===== src/rtl/bridge_req_arbiter_reg.sv =====
// ---------------------------------------------------------------------------
// bridge_req_arbiter_reg
//   Registered round-robin N-to-1 request arbiter for the L2 bridge master
//   side. A single-entry output slot presents a registered req/payload to the
//   bridge. An outstanding-transaction counter bounds the number of issued but
//   unanswered requests to MAX_OUTSTANDING.
//
// Ports
//   clk, rst_n        clock, asynchronous active-low reset
//   data_req_i        per-master request
//   data_*_i          packed per-master payload, master m at [m*W +: W]
//   data_gnt_o        one-hot combinational grant back to the masters
//   data_req_o        registered request to the bridge (slot FULL)
//   data_*_o          registered payload of the request held in the slot
//   data_gnt_i        bridge grant; handshake = data_req_o && data_gnt_i
//   data_r_valid_i    one response returned, frees one credit
//   outstanding_o     issued-but-unanswered request count
// ---------------------------------------------------------------------------
module bridge_req_arbiter_reg #(
  parameter int N_MASTER        = 4,
  parameter int ADDR_WIDTH      = 32,
  parameter int DATA_WIDTH      = 32,
  parameter int BE_WIDTH        = DATA_WIDTH / 8,
  parameter int ID_WIDTH        = 20,
  parameter int AUX_WIDTH       = 6,
  parameter int MAX_OUTSTANDING = 4,
  localparam int PW             = (N_MASTER > 1) ? $clog2(N_MASTER) : 1,
  localparam int CW             = $clog2(MAX_OUTSTANDING + 1)
) (
  input  logic                             clk,
  input  logic                             rst_n,
  input  logic [N_MASTER-1:0]              data_req_i,
  input  logic [N_MASTER*ADDR_WIDTH-1:0]   data_add_i,
  input  logic [N_MASTER-1:0]              data_wen_i,
  input  logic [N_MASTER*DATA_WIDTH-1:0]   data_wdata_i,
  input  logic [N_MASTER*BE_WIDTH-1:0]     data_be_i,
  input  logic [N_MASTER*ID_WIDTH-1:0]     data_ID_i,
  input  logic [N_MASTER*AUX_WIDTH-1:0]    data_aux_i,
  output logic [N_MASTER-1:0]              data_gnt_o,
  output logic                             data_req_o,
  output logic [ADDR_WIDTH-1:0]            data_add_o,
  output logic                             data_wen_o,
  output logic [DATA_WIDTH-1:0]            data_wdata_o,
  output logic [BE_WIDTH-1:0]              data_be_o,
  output logic [ID_WIDTH-1:0]              data_ID_o,
  output logic [AUX_WIDTH-1:0]             data_aux_o,
  input  logic                             data_gnt_i,
  input  logic                             data_r_valid_i,
  output logic [CW-1:0]                    outstanding_o
);

  // Slot state; FULL is exactly data_req_o, so no separate state flop exists.
  typedef enum logic {SLOT_EMPTY = 1'b0, SLOT_FULL = 1'b1} slot_e;

  slot_e          slot;
  logic [PW-1:0]  rr_ptr;
  logic [PW-1:0]  winner;
  logic           any_req;
  logic           accept_ok;
  logic           accept;
  logic           handshake;
  logic           credit_ret;

  assign slot = slot_e'(data_req_o);

  // First requesting master at or after rr_ptr, wrapping modulo N_MASTER.
  always_comb begin
    // NOTE: every combinationally assigned signal gets a default first so no
    // path leaves it unassigned and no latch is inferred.
    winner  = '0;
    any_req = 1'b0;
    for (int i = 0; i < N_MASTER; i++) begin
      int sum;
      sum = int'(rr_ptr) + i;
      if (sum >= N_MASTER) sum = sum - N_MASTER;
      if (!any_req && data_req_i[PW'(sum)]) begin
        any_req = 1'b1;
        winner  = PW'(sum);
      end
    end
  end

  // Only registered state decides acceptance, so a returning credit is
  // usable one cycle after data_r_valid_i.
  assign accept_ok = ((slot == SLOT_EMPTY) || data_gnt_i) &&
                     (({1'b0, outstanding_o} + (CW+1)'(data_req_o)) <
                      (CW+1)'(MAX_OUTSTANDING));

  // rst_n gates the grant: during reset the slot cannot capture, so a grant
  // would tell a master its request was taken when it was not.
  assign accept     = accept_ok && any_req && rst_n;
  assign handshake  = data_req_o && data_gnt_i;
  assign credit_ret = data_r_valid_i && (outstanding_o != '0);

  assign data_gnt_o = accept ? (N_MASTER'(1) << winner) : '0;

  // Slot and round-robin pointer.
  always_ff @(posedge clk or negedge rst_n) begin
    // NOTE: state is updated with non-blocking assignments so every flop
    // samples pre-edge values regardless of statement order.
    if (!rst_n) begin
      // NOTE: payload registers are reset as well, so the bridge never sees
      // X on the bus after reset even though data_req_o qualifies them.
      data_req_o   <= 1'b0;
      data_add_o   <= '0;
      data_wen_o   <= 1'b0;
      data_wdata_o <= '0;
      data_be_o    <= '0;
      data_ID_o    <= '0;
      data_aux_o   <= '0;
      rr_ptr       <= '0;
    end else if (accept) begin
      data_req_o   <= 1'b1;
      data_add_o   <= data_add_i[winner*ADDR_WIDTH +: ADDR_WIDTH];
      data_wen_o   <= data_wen_i[winner];
      data_wdata_o <= data_wdata_i[winner*DATA_WIDTH +: DATA_WIDTH];
      data_be_o    <= data_be_i[winner*BE_WIDTH +: BE_WIDTH];
      data_ID_o    <= data_ID_i[winner*ID_WIDTH +: ID_WIDTH];
      data_aux_o   <= data_aux_i[winner*AUX_WIDTH +: AUX_WIDTH];
      rr_ptr       <= (winner == PW'(N_MASTER - 1)) ? '0 : winner + 1'b1;
    end else if (handshake) begin
      // Payload keeps its last value; only the request drops.
      data_req_o   <= 1'b0;
    end
  end

  // Outstanding counter: +1 per handshake, -1 per response, saturating at 0.
  // The credit check in accept_ok keeps it from exceeding MAX_OUTSTANDING.
  always_ff @(posedge clk or negedge rst_n) begin
    if (!rst_n) begin
      outstanding_o <= '0;
    end else if (handshake && !credit_ret) begin
      outstanding_o <= outstanding_o + 1'b1;
    end else if (!handshake && credit_ret) begin
      outstanding_o <= outstanding_o - 1'b1;
    end
  end

endmodule

===== config.mk =====
export PLATFORM = sky130hd
export DESIGN_NAME = bridge_req_arbiter_reg
export DESIGN_NICKNAME = d
export VERILOG_FILES = /design/src/rtl/bridge_req_arbiter_reg.sv
export SDC_FILE = /design/constraint.sdc
export NUM_CORES = 1
export LEC_CHECK = 0
export BUFFER_PORTS_ARGS = -buffer_cell sky130_fd_sc_hd__buf_2
export CORE_AREA = 5 5 188 190
export CTS_BUF_LIST = sky130_fd_sc_hd__clkbuf_8
export DETAILED_ROUTE_END_ITERATION = 10
export DIE_AREA = 0 0 193 195
export GPL_TIMING_DRIVEN = 0
export HOLD_SLACK_MARGIN = 0.15
export PLACE_DENSITY = 0.47
export SYNTH_ARGS = -nofsm -noshare
export SYNTH_HDL_FRONTEND = slang
export SYNTH_SLANG_ARGS = --single-unit

===== constraint.sdc =====
create_clock -name clk -period 1.65 [get_ports clk]
set_input_delay 0.165 -clock clk [delete_from_list [all_inputs] [get_ports clk]]
set_output_delay 0.165 -clock clk [all_outputs]
set_load 0.005 [all_outputs]

==> summary.md, run 1 <==
| Metric | Value |
|---|---|
| Synth Cell Area | `5980 um^2` |
| Initial Util | `0.180` |
| Syn. warnings | `0` |
| Post-CTS setup buffer count | `20` |
| Die Y | `195 um` |
| Gpl congestion | `0.817` |
| Syn_area_per_cell | `10.1 um^2` |
| Syn Nets | `980` |
| Resized Gates After CTS | `127` |
| Clock root buffer | `clkbuf_8` |
| Hold_buf cts | `314` |
| Dpl cell area | `9180 um^2` |
| Die width | `193 um` |
| Yosys reg bits | `101` |
| Hpwl dp | `25800 um` |
| Status | `did not finish` |
| Row count | `67` |
| Log Error | `[ERROR RSZ-0060] Max buffer count reached.` |
| Clk sinks | `101` |
| H-tree depth | `3` |
| Io pins | `491` |
| Num CTS Buffers | `9` |
| Stopped at | `clock tree synthesis (4_1_cts)` |
| Syn Inst Count | `590` |
| Seq/Total Area, Yosys | `0.423` |
| DP Worst Slack | `-1.35 ns` |
| IO buf count | `490` |
| CTS max path bufs | `2` |
| Yosys cell types | `34` |
==> per-stage QoR <==
stage	instances	utilization
floorplan	590	-
global placement	1528	0.275
detailed placement	1529	0.276
==> Yosys cell counts <==
cell / number / area (um^2)
mux2i_1: 127 / 1270
mux2_2: 1 / 11.3
o21a_1: 3 / 22.5
inv_1: 5 / 18.8
o221a_2: 1 / 11.3
or3_1: 1 / 6.26
dfrtp_1: 101 / 2530
and2_1: 1 / 6.26
nor3b_1: 1 / 7.51
buf_1: 2 / 7.51
xor2_1: 2 / 17.5
nand3_1: 1 / 5.00
a211o_1: 1 / 8.76
nand4b_1: 1 / 8.76
ha_1: 1 / 12.5
o31ai_1: 1 / 7.51
nor2b_1: 2 / 12.5
o21ai_0: 2 / 10.0
nand2_1: 36 / 135
o221ai_1: 32 / 280
nor3_1: 3 / 15.0
o22ai_1: 65 / 407
nor2_1: 70 / 263
buf_6: 4 / 45.0
a21oi_1: 3 / 15.0
xnor2_1: 1 / 8.76
a221oi_1: 64 / 561
o211a_1: 1 / 10.0
clkbuf_1: 35 / 131
fa_1: 1 / 20.0
a211oi_1: 1 / 7.51
buf_2: 18 / 90.1
a21o_1: 1 / 7.51
and4b_1: 1 / 10.0
==> logic make-up after synthesis <==
kind of cell	Yosys count	share of synthesized area
AOI/OAI and AO/OA	175	0.225
xor gates and xnor gates	3	0.00440
adders and majority gates	2	0.00544
buffers and inverters	64	0.0490
DFF	101	0.423
muxes	128	0.215
and+or+nand+nor	117	0.0785
==> run 2, diff against run 1 <==
==> config.mk (replaced) <==
export PLATFORM = sky130hd
export DESIGN_NAME = bridge_req_arbiter_reg
export DESIGN_NICKNAME = d
export VERILOG_FILES = /design/src/rtl/bridge_req_arbiter_reg.sv
export SDC_FILE = /design/constraint.sdc
export NUM_CORES = 1
export LEC_CHECK = 0
export BUFFER_PORTS_ARGS = -buffer_cell sky130_fd_sc_hd__buf_2
export CORE_AREA = 5 5 186 188
export DETAILED_ROUTE_END_ITERATION = 10
export DIE_AREA = 0 0 191 193
export GPL_TIMING_DRIVEN = 0
export PLACE_DENSITY_LB_ADDON = 0.15
export SYNTH_ARGS = -nofsm -noshare
export SYNTH_HDL_FRONTEND = slang
export SYNTH_SLANG_ARGS = --single-unit
==> constraint.sdc (replaced) <==
create_clock -name clk -period 2.1 [get_ports clk]
set_input_delay 0.21 -clock clk [delete_from_list [all_inputs] [get_ports clk]]
set_output_delay 0.21 -clock clk [all_outputs]
set_load 0.005 [all_outputs]
==> run 2 against run 1 <==
- the run now ends clean
- synthesized cell count did not move
- synthesized area unchanged
==> summary.md, run 2 <==
| Metric | Value |
|---|---|
| Status | `completed` |
| Die area | `36900 um^2` |
| Area of the multi-input gates | `3300 um^2` |
| Hpwl dp | `25100 um (-2.8%)` |
| Unrepaired setup endpoints after global routing | `yes` |
| Yosys reg bits | `101 (unchanged)` |
| Tmin final | `2.04 ns` |
| Worst R2R Start | `rr_ptr[0]$_DFFE_PN0P_` |
| Crit path kind | `reg2out` |
| Syn. warnings | `0 (unchanged)` |
| Global route total overflow | `0` |
| Most common cell after layout, fill and taps aside | `buf_2` |
| Post-route setup TNS | `0 ns` |
| Final setup vio count | `0` |
| Hold WS | `0.0649 ns` |
| Seq/Total Area, Yosys | `0.423 (unchanged)` |
| R2R Path End | `data_wdata_o[28]$_DFFE_PN0P_` |
| Utilization after layout | `0.297` |
| Crit path max fanout | `6` |
| Switching Power | `0.00492 W` |
| Filler Cells Inserted | `3545` |
| Worst-Margin Slew | `0.541 ns` |
| Most frequent cells in the layout | `buf_2 (501), mux2i_1 (123), dfrtp_1 (98)` |
| Vias/cell | `4.43` |
| Clock root buffer | `clkbuf_16` |
| Cell Int Power | `0.00686 W` |
| Post-synth EDFFs | `0 (unchanged)` |
| Worst-Skew Late Latency | `0.36 ns` |
| Worst Skew | `0.0109 ns` |
| 1st-iter DRT viols | `168` |
| Synth area leaders | `dfrtp_1 (42%), mux2i_1 (21%), a221oi_1 (9.4%)` |
| Clock transition at path regs | `0.08 ns` |
| TritonCTS clock tree | `built` |
| Endpoint class of the critical path | `output pin` |
| Top flop regs | `data_add_o x32, data_wdata_o x32, data_ID_o x20` |
| Initial antenna violation count | `0` |
| Final Slew Violations | `0` |
| Count leader, synth | `mux2i_1` |
| R2r setup slk | `0.10 ns` |
| Clock power frac | `0.148` |
| Vias post-DR | `6905` |
| Die width | `191 um (-1.0%)` |
| Detailed Route WL | `31600 um` |
| Leak pwr | `5.06 nW` |
| Yosys cell types | `34 (unchanged)` |
| Drt wl/cell | `20.3 um` |
| Register area | `2530 um^2` |
| Reg power frac | `0.296` |
| GR Util All Layers | `0.162` |
| Yosys top cell area share | `0.423 (unchanged)` |
| Crit share post-route | `0.973` |
| Die Y | `193 um (-1.0%)` |
| Vias in the first global route | `7439` |
| Num CTS Buffers | `9 (unchanged)` |
| Length of the first detailed-routing pass in iterations | `7` |
| Core area | `32900 um^2` |
| Worst Hold Class | `in2reg` |
| Initial Util | `0.181 (+0.00183)` |
| Reg2reg path depth | `8` |
| Area growth syn-to-layout | `63.5%` |
| First-pass GRT wire length | `45000 um` |
| Pwr Density | `1200 nW/um^2` |
| MaxCap Viol Count | `0` |
| Critical Path RT | `1.89 ns` |
| Synth Cell Area | `5980 um^2 (unchanged)` |
| Final hold violations | `0` |
| Clk sinks | `101 (unchanged)` |
| Gpl congestion | `0.758 (-7.3%)` |
| Switching Fraction | `0.417` |
| Syn Nets | `980 (unchanged)` |
| Max Fclk | `490 MHz` |
| Top cells by count, synth | `mux2i_1 (127), dfrtp_1 (101), nor2_1 (70), o22ai_1 (65), a221oi_1 (64)` |
| CTS max path bufs | `2 (unchanged)` |
| DRT antenna net count | `0` |
| Io pins | `491 (unchanged)` |
| Max IR drop VDD | `392 uV` |
| Combinational Power Share | `0.556` |
| H-tree depth | `3 (unchanged)` |
| Worst Hold End | `data_req_o$_DFFE_PN0P_` |
| Row count | `67 (unchanged)` |
| Number of diodes | `0` |
| Syn_area_per_cell | `10.1 um^2 (unchanged)` |
| IO buf count | `490 (unchanged)` |
| Async S/R FF share, synth | `1.00 (unchanged)` |
| Critical path arrival | `1.83 ns` |
| Share of cells above drive strength 1 | `0.539` |
| Drt drc | `0` |
| Main flop type after synthesis | `dfrtp_1` |
| Critical Path Start Type | `flip-flop` |
| Yosys top cell by area | `dfrtp_1` |
| Slew HR | `0.639` |
| Nets@finish | `1495` |
| Syn Inst Count | `590 (unchanged)` |
| Hold depth | `2` |
| Hold Crit Start | `data_gnt_i` |
| Largest net degree at the start of global routing | `57` |
[run 2: power by group through the flow]
stage                     clock [W]  sequential, W  combinational (W)
after CTS                   0.00182        0.00349            0.00650
after global placement            0        0.00349            0.00627
after global routing        0.00189        0.00363            0.00723
after floorplan                   0        0.00357            0.00330
after detailed placement          0        0.00350            0.00623
final                       0.00174        0.00349            0.00655
[run 2: critical path, stage by stage (launching register included)]
cell and delay (ns):
dfrtp_2 0.44, nor2b_4 0.06, o21a_1 0.21, a221oi_2 0.35, nand2_1 0.16, nor2_1 0.11, buf_2 0.13
[run 2: logic make-up (layout without fill, tap and decap cells)]
family / Yosys count / count (layout) / synth area share
multiplexers: 128 / 128 / 0.215
AO/OA/AOI/OAI: 175 / 175 / 0.225
AND/OR/NAND/NOR: 117 / 117 / 0.0785
adder cells (fa/ha/maj): 2 / 2 / 0.00544
XOR/XNOR: 3 / 3 / 0.00440
flip-flops: 101 / 101 / 0.423
buffers and inverters: 64 / 583 / 0.0490
[run 2: final cells by class]
| type | count | share of cell area |
|---|---|---|
| Sequential cell | 101 | 0.259 |
| Buffer | 58 | 0.0421 |
| Timing Repair Buffer | 505 | 0.274 |
| Multi-Input combinational cell | 425 | 0.337 |
| Clock inverter | 4 | 0.00512 |
| Tap cell | 448 | 0.0573 |
| Inverter | 5 | 0.00192 |
| Clock buffer | 11 | 0.0238 |
[run 2: routing by layer]
metal	up-vias	wire length [um]	global-route usage	share of wire
li1	3337	-	-	-
met1	3240	12700	0.194	0.40
met2	306	16400	0.295	0.52
met3	22	2170	0.0355	0.069
met4	0	386	0.0417	0.012
met5	-	0	0	0
[run 2: repair_timing]
item	4_1_cts	5_1_grt
setup endpoints to repair	102	99
setup buffers	4	5
hold buffers	5	0
endpoints found under the hold margin	45	0
pin swaps	1	1
gates resized for setup	49	74
[run 2: per-stage QoR]
| stage | setup slack, ns | instances | power, W | area (um^2) |
|---|---|---|---|---|
| global route | -0.0567 | 1557 | 0.0127 | 9780 |
| CTS | -0.0000417 | 1552 | 0.0118 | 9600 |
| global placement | -2.31 | 1528 | 0.00976 | 8990 |
| floorplan | 0.340 | 590 | 0.00687 | 5980 |
| detailed placement | -0.904 | 1529 | 0.00974 | 9020 |
| finish | 0.0577 | 1557 | 0.0118 | 9780 |
[run 2: worst max path at each step]
stage	startpoint	end	depth (start not counted)
6_report	rr_ptr[0]$_DFFE_PN0P_	data_gnt_o[1]	6
5_1_grt	rr_ptr[0]$_DFFE_PN0P_	data_gnt_o[1]	6
4_1_cts	rr_ptr[0]$_DFFE_PN0P_	data_add_o[23]$_DFFE_PN0P_	7
3_5_place_dp	rst_n	data_add_o[28]$_DFFE_PN0P_	7
3_3_place_gp	rst_n	data_add_o[11]$_DFFE_PN0P_	6
2_1_floorplan	outstanding_o[0]$_DFFE_PN0P_	outstanding_o[2]$_DFFE_PN0P_	7
Note: power is estimated with default switching activity, not from simulation.
==> run 3, diff against run 2 <==
--- a/config.mk
+++ b/config.mk
@@ -5,12 +5,15 @@
 export SDC_FILE = /design/constraint.sdc
 export NUM_CORES = 1
 export LEC_CHECK = 0
+export ABC_AREA = 1
+export ABC_CLOCK_PERIOD_IN_PS = 2100
 export BUFFER_PORTS_ARGS = -buffer_cell sky130_fd_sc_hd__buf_2
-export CORE_AREA = 5 5 186 188
+export CORE_MARGIN = 5
+export CORE_UTILIZATION = 25
 export DETAILED_ROUTE_END_ITERATION = 10
-export DIE_AREA = 0 0 191 193
 export GPL_TIMING_DRIVEN = 0
 export PLACE_DENSITY_LB_ADDON = 0.15
+export SKIP_LAST_GASP = 1
 export SYNTH_ARGS = -nofsm -noshare
 export SYNTH_HDL_FRONTEND = slang
 export SYNTH_SLANG_ARGS = --single-unit
==> run 3 against run 2 <==
- the run now ends with negative setup slack left
- sequential share of layout area fell by 9.0 points
- die area grew 6.7%
- clock power increased by 7%
- count of clock-buffer cells in the layout is 1 lower
- setup slack got worse by 0.33 ns
- design area is 53% higher
- cell count rose by 68%
- core utilization up 13 points
- via count is 79% higher
- sequential cell count is the same
- register-to-register slack lost 0.35 ns
==> summary.md, run 3 <==
| Metric | Value |
|---|---|
| Clock transition at path regs | `0.08 ns (about the same)` |
| R2r setup slk | `-0.25 ns (-0.35 ns)` |
| Final worst slack | `-0.275 ns (-0.333 ns)` |
| Worst Hold Class | `in2reg` |
| Initial antenna violation count | `14 (+14)` |
| Utilization after layout | `0.424 (+0.127)` |
| Most common cell after layout, fill and taps aside | `nand2_1` |
| Critical Path RT | `1.89 ns (about the same)` |
| Worst Skew | `0.0112 ns (+0.000274 ns)` |
| Syn_area_per_cell | `5.73 um^2 (-43%)` |
| Slew HR | `0.711 (+0.0721)` |
| Max Fclk | `421 MHz (-14%)` |
| Clk sinks | `101 (unchanged)` |
| Crit share post-route | `1.13 (+0.159)` |
| Syn. warnings | `0 (unchanged)` |
| Vias in the first global route | `12100 (+63%)` |
| Synth Area in Adders | `0.00367 (-0.00177)` |
| Largest net degree at the start of global routing | `55 (-3.5%)` |
| Post-synth EDFFs | `0 (unchanged)` |
| Core area | `35300 um^2 (+7.2%)` |
| Endpoint class of the critical path | `output pin` |
| XOR/XNOR Fraction of Synth Area | `0.00198 (-0.00242)` |
| Failing checks | `negative setup slack` |
| Drt drc | `0 (unchanged)` |
| MaxCap Viol Count | `0 (unchanged)` |
| Share of cells above drive strength 1 | `0.381 (-0.158)` |
| CTS max path bufs | `2 (unchanged)` |
| Clock root buffer | `clkbuf_16` |
| Tmin final | `2.38 ns (+0.333 ns)` |
| Crit path max fanout | `6 (unchanged)` |
| Detailed Route WL | `49800 um (+57%)` |
| Final setup vio count | `99 (+99)` |
| Vias post-DR | `12300 (+79%)` |
| Dpl cell area | `11900 um^2 (+32%)` |
| GR Util All Layers | `0.237 (+0.0751)` |
| Register area | `2530 um^2 (about the same)` |
| Initial Util | `0.251 (+0.0697)` |
| Synth area leaders | `nand2_1 (34%), dfrtp_1 (28%), nand4_1 (13%)` |
| Filler Cells Inserted | `3872 (+9.2%)` |
| Buffers and inverters on the worst path | `7 (+6)` |
| Die Y | `198 um (+2.8%)` |
| Yosys reg bits | `101 (unchanged)` |
| Max IR drop VDD | `950 uV (+140%)` |
| DRT antenna net count | `0 (unchanged)` |
| Leak pwr | `9.20 nW (+82%)` |
| Compound-Gate Fraction of Synth Area | `0.00677 (-0.219)` |
| First-pass GRT wire length | `71300 um (+58%)` |
| Synth Area in Simple Gates | `0.539 (+0.460)` |
| Row count | `69 (+3.0%)` |
| CP delay by family, top | `buffers and inverters` |
| TritonCTS clock tree | `built` |
| Die area | `39300 um^2 (+6.7%)` |
| CP max-delay cell | `dfrtp_1` |
| Crit-path cells | `buf_6 -> inv_8 -> nand2_4 -> nand3_4 -> nand2_4 -> nor2_4 -> nand3_1 -> nand2_2 -> nor2_4 -> buf_6 -> inv_8 -> buf_8 -> nand3_4 -> inv_2 -> buf_2` |
| Syn Nets | `1939 (+98%)` |
| Final Slew Violations | `0 (unchanged)` |
| Synth Cell Area | `8870 um^2 (+48%)` |
| Crit path kind | `reg2out` |
| Largest family of logic cells by synthesized area | `simple AND/OR/NAND/NOR gates` |
| Hold WS | `0.0544 ns (-0.0104 ns)` |
| 1st-iter DRT viols | `864 (+410%)` |
| Io pins | `491 (unchanged)` |
| Seq/Total Area, Yosys | `0.285 (-0.138)` |
| Reg2reg path depth | `21 (+13)` |
| Worst-Margin Slew | `0.433 ns (-0.108 ns)` |
| Gpl congestion | `0.913 (+21%)` |
| Unrepaired setup endpoints after global routing | `yes` |
| Main flop type after synthesis | `dfrtp_1` |
| Crit path largest cell delay | `0.41 ns (-0.03 ns)` |
| Hpwl dp | `36400 um (+45%)` |
| Status | `finished, violations left` |
| Hold depth | `2 (unchanged)` |
| Nets@finish | `2537 (+70%)` |
| Worst-Skew Late Latency | `0.36 ns (about the same)` |
| Die width | `198 um (+3.8%)` |
| Most frequent cells in the layout | `nand2_1 (751), buf_2 (519), inv_1 (200)` |
| Post-route cell area | `15000 um^2 (+53%)` |
| Top flop regs | `data_add_o x32, data_wdata_o x32, data_ID_o x20` |
| Yosys cell types | `31 (-8.8%)` |
| Vias/cell | `4.70 (+6.1%)` |
| Pwr Density | `2310 nW/um^2 (+91%)` |
| Async S/R FF share, synth | `1.00 (unchanged)` |
| Length of the first detailed-routing pass in iterations | `5 (-2)` |
| Area growth syn-to-layout | `68.8%` |
| WP depth | `15 (+9)` |
| Syn Inst Count | `1549 (+160%)` |
| Yosys top cell by area | `nand2_1` |
| Top cells by count, synth | `nand2_1 (797), inv_1 (204), nand4_1 (190), nand3_1 (102), dfrtp_1 (101)` |
| H-tree depth | `3 (unchanged)` |
| Mux contribution to synthesized area | `0.00127 (-0.213)` |
| IO buf count | `490 (unchanged)` |
| Num CTS Buffers | `9 (unchanged)` |
| Drt wl/cell | `19.0 um (-6.6%)` |
| Critical Path Start Type | `flip-flop` |
| Global route total overflow | `0 (unchanged)` |
| Yosys top cell area share | `0.337 (-0.0854)` |
| Final hold violations | `0 (unchanged)` |
| Critical path arrival | `2.17 ns (+0.34 ns)` |
| Count leader, synth | `nand2_1` |
| Area of the multi-input gates | `5310 um^2 (+61%)` |
[run 3: logic make-up (layout without fill, tap and decap cells)]
group / after synthesis / in the layout
AO/OA/AOI/OAI: 10 / 10
XOR/XNOR: 2 / 2
adder cells (fa/ha/maj): 2 / 2
buffers and inverters: 333 / 934
flip-flops: 101 / 101
multiplexers: 1 / 1
other: 0 / 12
AND/OR/NAND/NOR: 1100 / 1100
[run 3: layout make-up]
type,count,share of cell area
Antenna cell,12,0.00201
Buffer,123,0.0864
Clock buffer,10,0.0153
Clock inverter,4,0.00502
Inverter,208,0.0540
Multi-Input combinational cell,1115,0.354
Sequential cell,101,0.169
Tap cell,461,0.0385
Timing Repair Buffer,588,0.275
Timing Repair inverter,1,0.000585
[run 3: metrics by stage]
| step | total power (W) | setup TNS [ns] | setup slack, ns | cells |
|---|---|---|---|---|
| floorplan | 0.0157 | 0 | 0.233 | 1549 |
| global placement | 0.0220 | -254.33 | -2.18 | 2500 |
| detailed placement | 0.0221 | -63.20 | -0.848 | 2501 |
| CTS | 0.0336 | -16.34 | -0.321 | 2599 |
| global route | 0.0373 | -29.95 | -0.380 | 2622 |
| finish | 0.0345 | -18.86 | -0.275 | 2623 |
[run 3: per-layer routing]
| metal | global-route usage | vias to the layer above | share of wire |
|---|---|---|---|
| met1 | 0.317 | 5800 | 0.44 |
| met5 | 0 | - | 0.00070 |
| met4 | 0.0699 | 6 | 0.025 |
| li1 | - | 6072 | - |
| met3 | 0.0430 | 64 | 0.062 |
| met2 | 0.392 | 397 | 0.48 |
[run 3: worst register-to-register path, delay by kind of cell, from the launching register on]
| family | cells | cell delay (ns) |
|---|---|---|
| buffers and inverters | 8 | 0.99 |
| flip-flops | 1 | 0.41 |
| AND/OR/NAND/NOR | 13 | 0.85 |
[run 3: timing repair]
action | in CTS | in global routing
hold buffers | 5 | 0
setup buffers | 52 | 7
setup endpoints to repair | 102 | 100
pin swaps | 136 | 61
hold endpoints to repair | 47 | 0
gates cloned | 29 | 5
gates resized for setup | 318 | 60
[run 3: path summary, 6_finish.rpt]
kind / start / endpoint
max reg2reg: rr_ptr[0]$_DFFE_PN0P_ / data_add_o[27]$_DFFE_PN0P_
min in group asynchronous: rst_n / data_add_o[22]$_DFFE_PN0P_
min: data_gnt_i / data_req_o$_DFFE_PN0P_
min reg2reg: data_ID_o[3]$_DFFE_PN0P_ / data_ID_o[3]$_DFFE_PN0P_
max in group asynchronous: rst_n / data_wdata_o[7]$_DFFE_PN0P_
max: rr_ptr[0]$_DFFE_PN0P_ / data_gnt_o[2]
[run 3: report_power, final]
part / switching [W] / internal (W)
clock network: 0.000834 / 0.00104
logic: 0.0152 / 0.0140
registers: 0.000529 / 0.00289
total: 0.0166 / 0.0179
==> run 4, diff against run 3 <==
--- a/config.mk
+++ b/config.mk
@@ -6,7 +6,7 @@
 export NUM_CORES = 1
 export LEC_CHECK = 0
 export ABC_AREA = 1
-export ABC_CLOCK_PERIOD_IN_PS = 2100
+export ABC_CLOCK_PERIOD_IN_PS = 2600
 export BUFFER_PORTS_ARGS = -buffer_cell sky130_fd_sc_hd__buf_2
 export CORE_MARGIN = 5
 export CORE_UTILIZATION = 25
==> constraint.sdc (replaced) <==
create_clock -name clk -period 2.6 [get_ports clk]
set_input_delay 0.26 -clock clk [delete_from_list [all_inputs] [get_ports clk]]
set_output_delay 0.26 -clock clk [all_outputs]
set_load 0.005 [all_outputs]
==> run 4 against run 3 <==
- the flow now finishes without violations
- combinational power fell by 47%
- sequential power fell by 20%
- via count fell by 4.5%
- hold slack improved by 0.055 ns
- clock skew fell by 0.0020 ns
- register-to-register slack improved by 0.44 ns
- die area did not move
- global-route usage fell by 1.6 points
- count of clock-buffer cells in the layout did not move
- first-iteration DRC count fell by 17%
- sequential cell count did not move
- critical path type unchanged
- critical endpoint unchanged
==> summary.md, run 4 (synthesis gave the netlist of run 3 again) <==
| Metric | Value |
|---|---|
| Status | `completed` |
| Clock transition at path regs | `0.07 ns (about the same)` |
| Critical path arrival | `2.21 ns (+0.04 ns)` |
| Die area | `39300 um^2 (unchanged)` |
| Switching Power | `0.0112 W (-32%)` |
| DP Worst Slack | `-0.448 ns (+0.400 ns)` |
| Top flop regs | `data_add_o x32, data_wdata_o x32, data_ID_o x20` |
| Global route total overflow | `0 (unchanged)` |
| Largest net degree at the start of global routing | `55 (unchanged)` |
| Hpwl dp | `36400 um (unchanged)` |
| Clock power frac | `0.076 (+0.022)` |
| Crit path kind | `reg2out` |
| CP max-delay cell | `dfrtp_1` |
| Reg power frac | `0.139 (+0.040)` |
| Combinational Power Share | `0.786 (-0.061)` |
| Leak pwr | `8.04 nW (-13%)` |
| Worst Skew | `0.00917 ns (-0.00204 ns)` |
| Worst Hold Class | `in2reg` |
| DRT antenna net count | `0 (unchanged)` |
| Initial antenna violation count | `11 (-3)` |
| Critical Path Start Type | `flip-flop` |
| 1st-iter DRT viols | `720 (-17%)` |
| Pwr Density | `1570 nW/um^2 (-32%)` |
| Max IR drop VDD | `439 uV (-54%)` |
| Max Fclk | `404 MHz` |
| Die width | `198 um (unchanged)` |
| GR Util All Layers | `0.221 (-0.0161)` |
| Length of the first detailed-routing pass in iterations | `5 (unchanged)` |
| Io pins | `491 (unchanged)` |
| Vias/cell | `4.64 (-1.3%)` |
| Tmin final | `2.47 ns` |
| Slew HR | `0.574 (-0.138)` |
| Area growth syn-to-layout | `42.1%` |
| Drt drc | `0 (unchanged)` |
| Final setup vio count | `0 (-100%)` |
| Clk sinks | `101 (unchanged)` |
| TritonCTS clock tree | `built` |
| Core area | `35300 um^2 (unchanged)` |
| Most common cell after layout, fill and taps aside | `nand2_1` |
| Crit path largest cell delay | `0.37 ns (-0.04 ns)` |
| Nets@finish | `2453 (-3.3%)` |
| MaxCap Viol Count | `0 (unchanged)` |
| Crit-path cells | `buf_6 -> inv_6 -> nand2_1 -> nand3_2 -> nand2_2 -> nor2_4 -> nand3_4 -> buf_12 -> nand2_8 -> inv_8 -> buf_6 -> nand3_1 -> inv_1 -> buf_2` |
| H-tree depth | `3 (unchanged)` |
| Vias post-DR | `11800 (-4.5%)` |
| Cell repeated most along the worst path | `buf_6` |
| Final hold violations | `0 (unchanged)` |
| Switching Fraction | `0.567 (+0.0855)` |
| IO buf count | `490 (unchanged)` |
| First-pass GRT wire length | `66600 um (-6.6%)` |
| Crit path max fanout | `10 (+4)` |
| Worst-Margin Slew | `0.640 ns (+0.206 ns)` |
| Detailed Route WL | `46000 um (-7.5%)` |
| Drt wl/cell | `18.2 um (-4.4%)` |
| Initial Util | `0.251 (unchanged)` |
| Crit share post-route | `0.952` |
| Final worst slack | `0.126 ns (+0.401 ns)` |
| Num CTS Buffers | `9 (unchanged)` |
| Share of cells above drive strength 1 | `0.310 (-0.0707)` |
| Die Y | `198 um (unchanged)` |
| Cell Int Power | `0.00859 W (-52%)` |
| Row count | `69 (unchanged)` |
| Worst-Skew Late Latency | `0.36 ns (about the same)` |
| Critical Path RT | `2.34 ns (+0.45 ns)` |
| CTS max path bufs | `2 (unchanged)` |
| Vias in the first global route | `11400 (-6.0%)` |
| Gpl congestion | `0.913 (unchanged)` |
| Endpoint class of the critical path | `output pin` |
| R2r setup slk | `0.19 ns (+0.44 ns)` |
| Most frequent cells in the layout | `nand2_1 (793), buf_2 (555), inv_1 (204)` |
| Clock root buffer | `clkbuf_16` |
| Final Slew Violations | `0 (unchanged)` |
| Post-route setup TNS | `0 ns (+18.86 ns)` |
## run 4: stage by stage
step	utilization	std cells	power, W	instance area (um^2)	hold slack (ns)
floorplan	-	1549	0.0127	8870	-0.0356
global placement	0.337	2500	0.0178	11900	0.457
detailed placement	0.338	2501	0.0178	11900	0.241
CTS	0.352	2524	0.0196	12400	0.0848
global route	0.357	2534	0.0220	12600	0.110
finish	0.357	2537	0.0198	12600	0.109
## run 4: worst max-delay path, delay by kind of cell, from the launching register on
family	cells	cell delay [ns]
buffers and inverters	7	0.76
and+or+nand+nor	7	0.70
DFF	1	0.37
## run 4: final cells by class
type	count	area, um^2
diodes	10	25.0
plain buffers	122	722
clock buffers	10	229
clock inverters	4	75.1
fillers	4104	22700
inverters	208	806
multi-input cells	1115	4960
flip-flops and latches	101	2530
well taps	461	577
repair buffers	506	2680
## run 4: what timing repair did
action / 4_1_cts / 5_1_grt
pin swaps: 3 / 3
endpoints found under the setup margin: 86 / 89
gates resized for setup: 15 / 40
hold buffers: 5 / 0
buffers inserted: 6 / 4
endpoints found under the hold margin: 47 / 0
## run 4: worst paths after layout
check	end	from	cells after the start
max in group asynchronous	data_wdata_o[20]$_DFFE_PN0P_	rst_n	5
worst max-delay path	data_gnt_o[2]	rr_ptr[0]$_DFFE_PN0P_	14
worst min-delay path	data_req_o$_DFFE_PN0P_	data_gnt_i	2
worst max register to register	data_aux_o[4]$_DFFE_PN0P_	rr_ptr[0]$_DFFE_PN0P_	16
worst min register to register	data_add_o[15]$_DFFE_PN0P_	data_add_o[15]$_DFFE_PN0P_	2
min in group asynchronous	data_add_o[30]$_DFFE_PN0P_	rst_n	4
## run 4: routing by layer
layer / up-vias / track usage / share of wire
li1: 5889 / - / -
met1: 5430 / 0.297 / 0.44
met2: 391 / 0.365 / 0.47
met3: 62 / 0.0410 / 0.065
met4: 6 / 0.0612 / 0.025
met5: - / 0 / 0.00074
## run 4: power by group through the flow
stage / Sequential [W] / Combinational (W) / Clock (W)
floorplan: 0.00280 / 0.00986 / 0
global placement: 0.00275 / 0.0150 / 0
detailed placement: 0.00275 / 0.0151 / 0
CTS: 0.00274 / 0.0153 / 0.00155
global route: 0.00284 / 0.0175 / 0.00160
finish: 0.00275 / 0.0156 / 0.00150
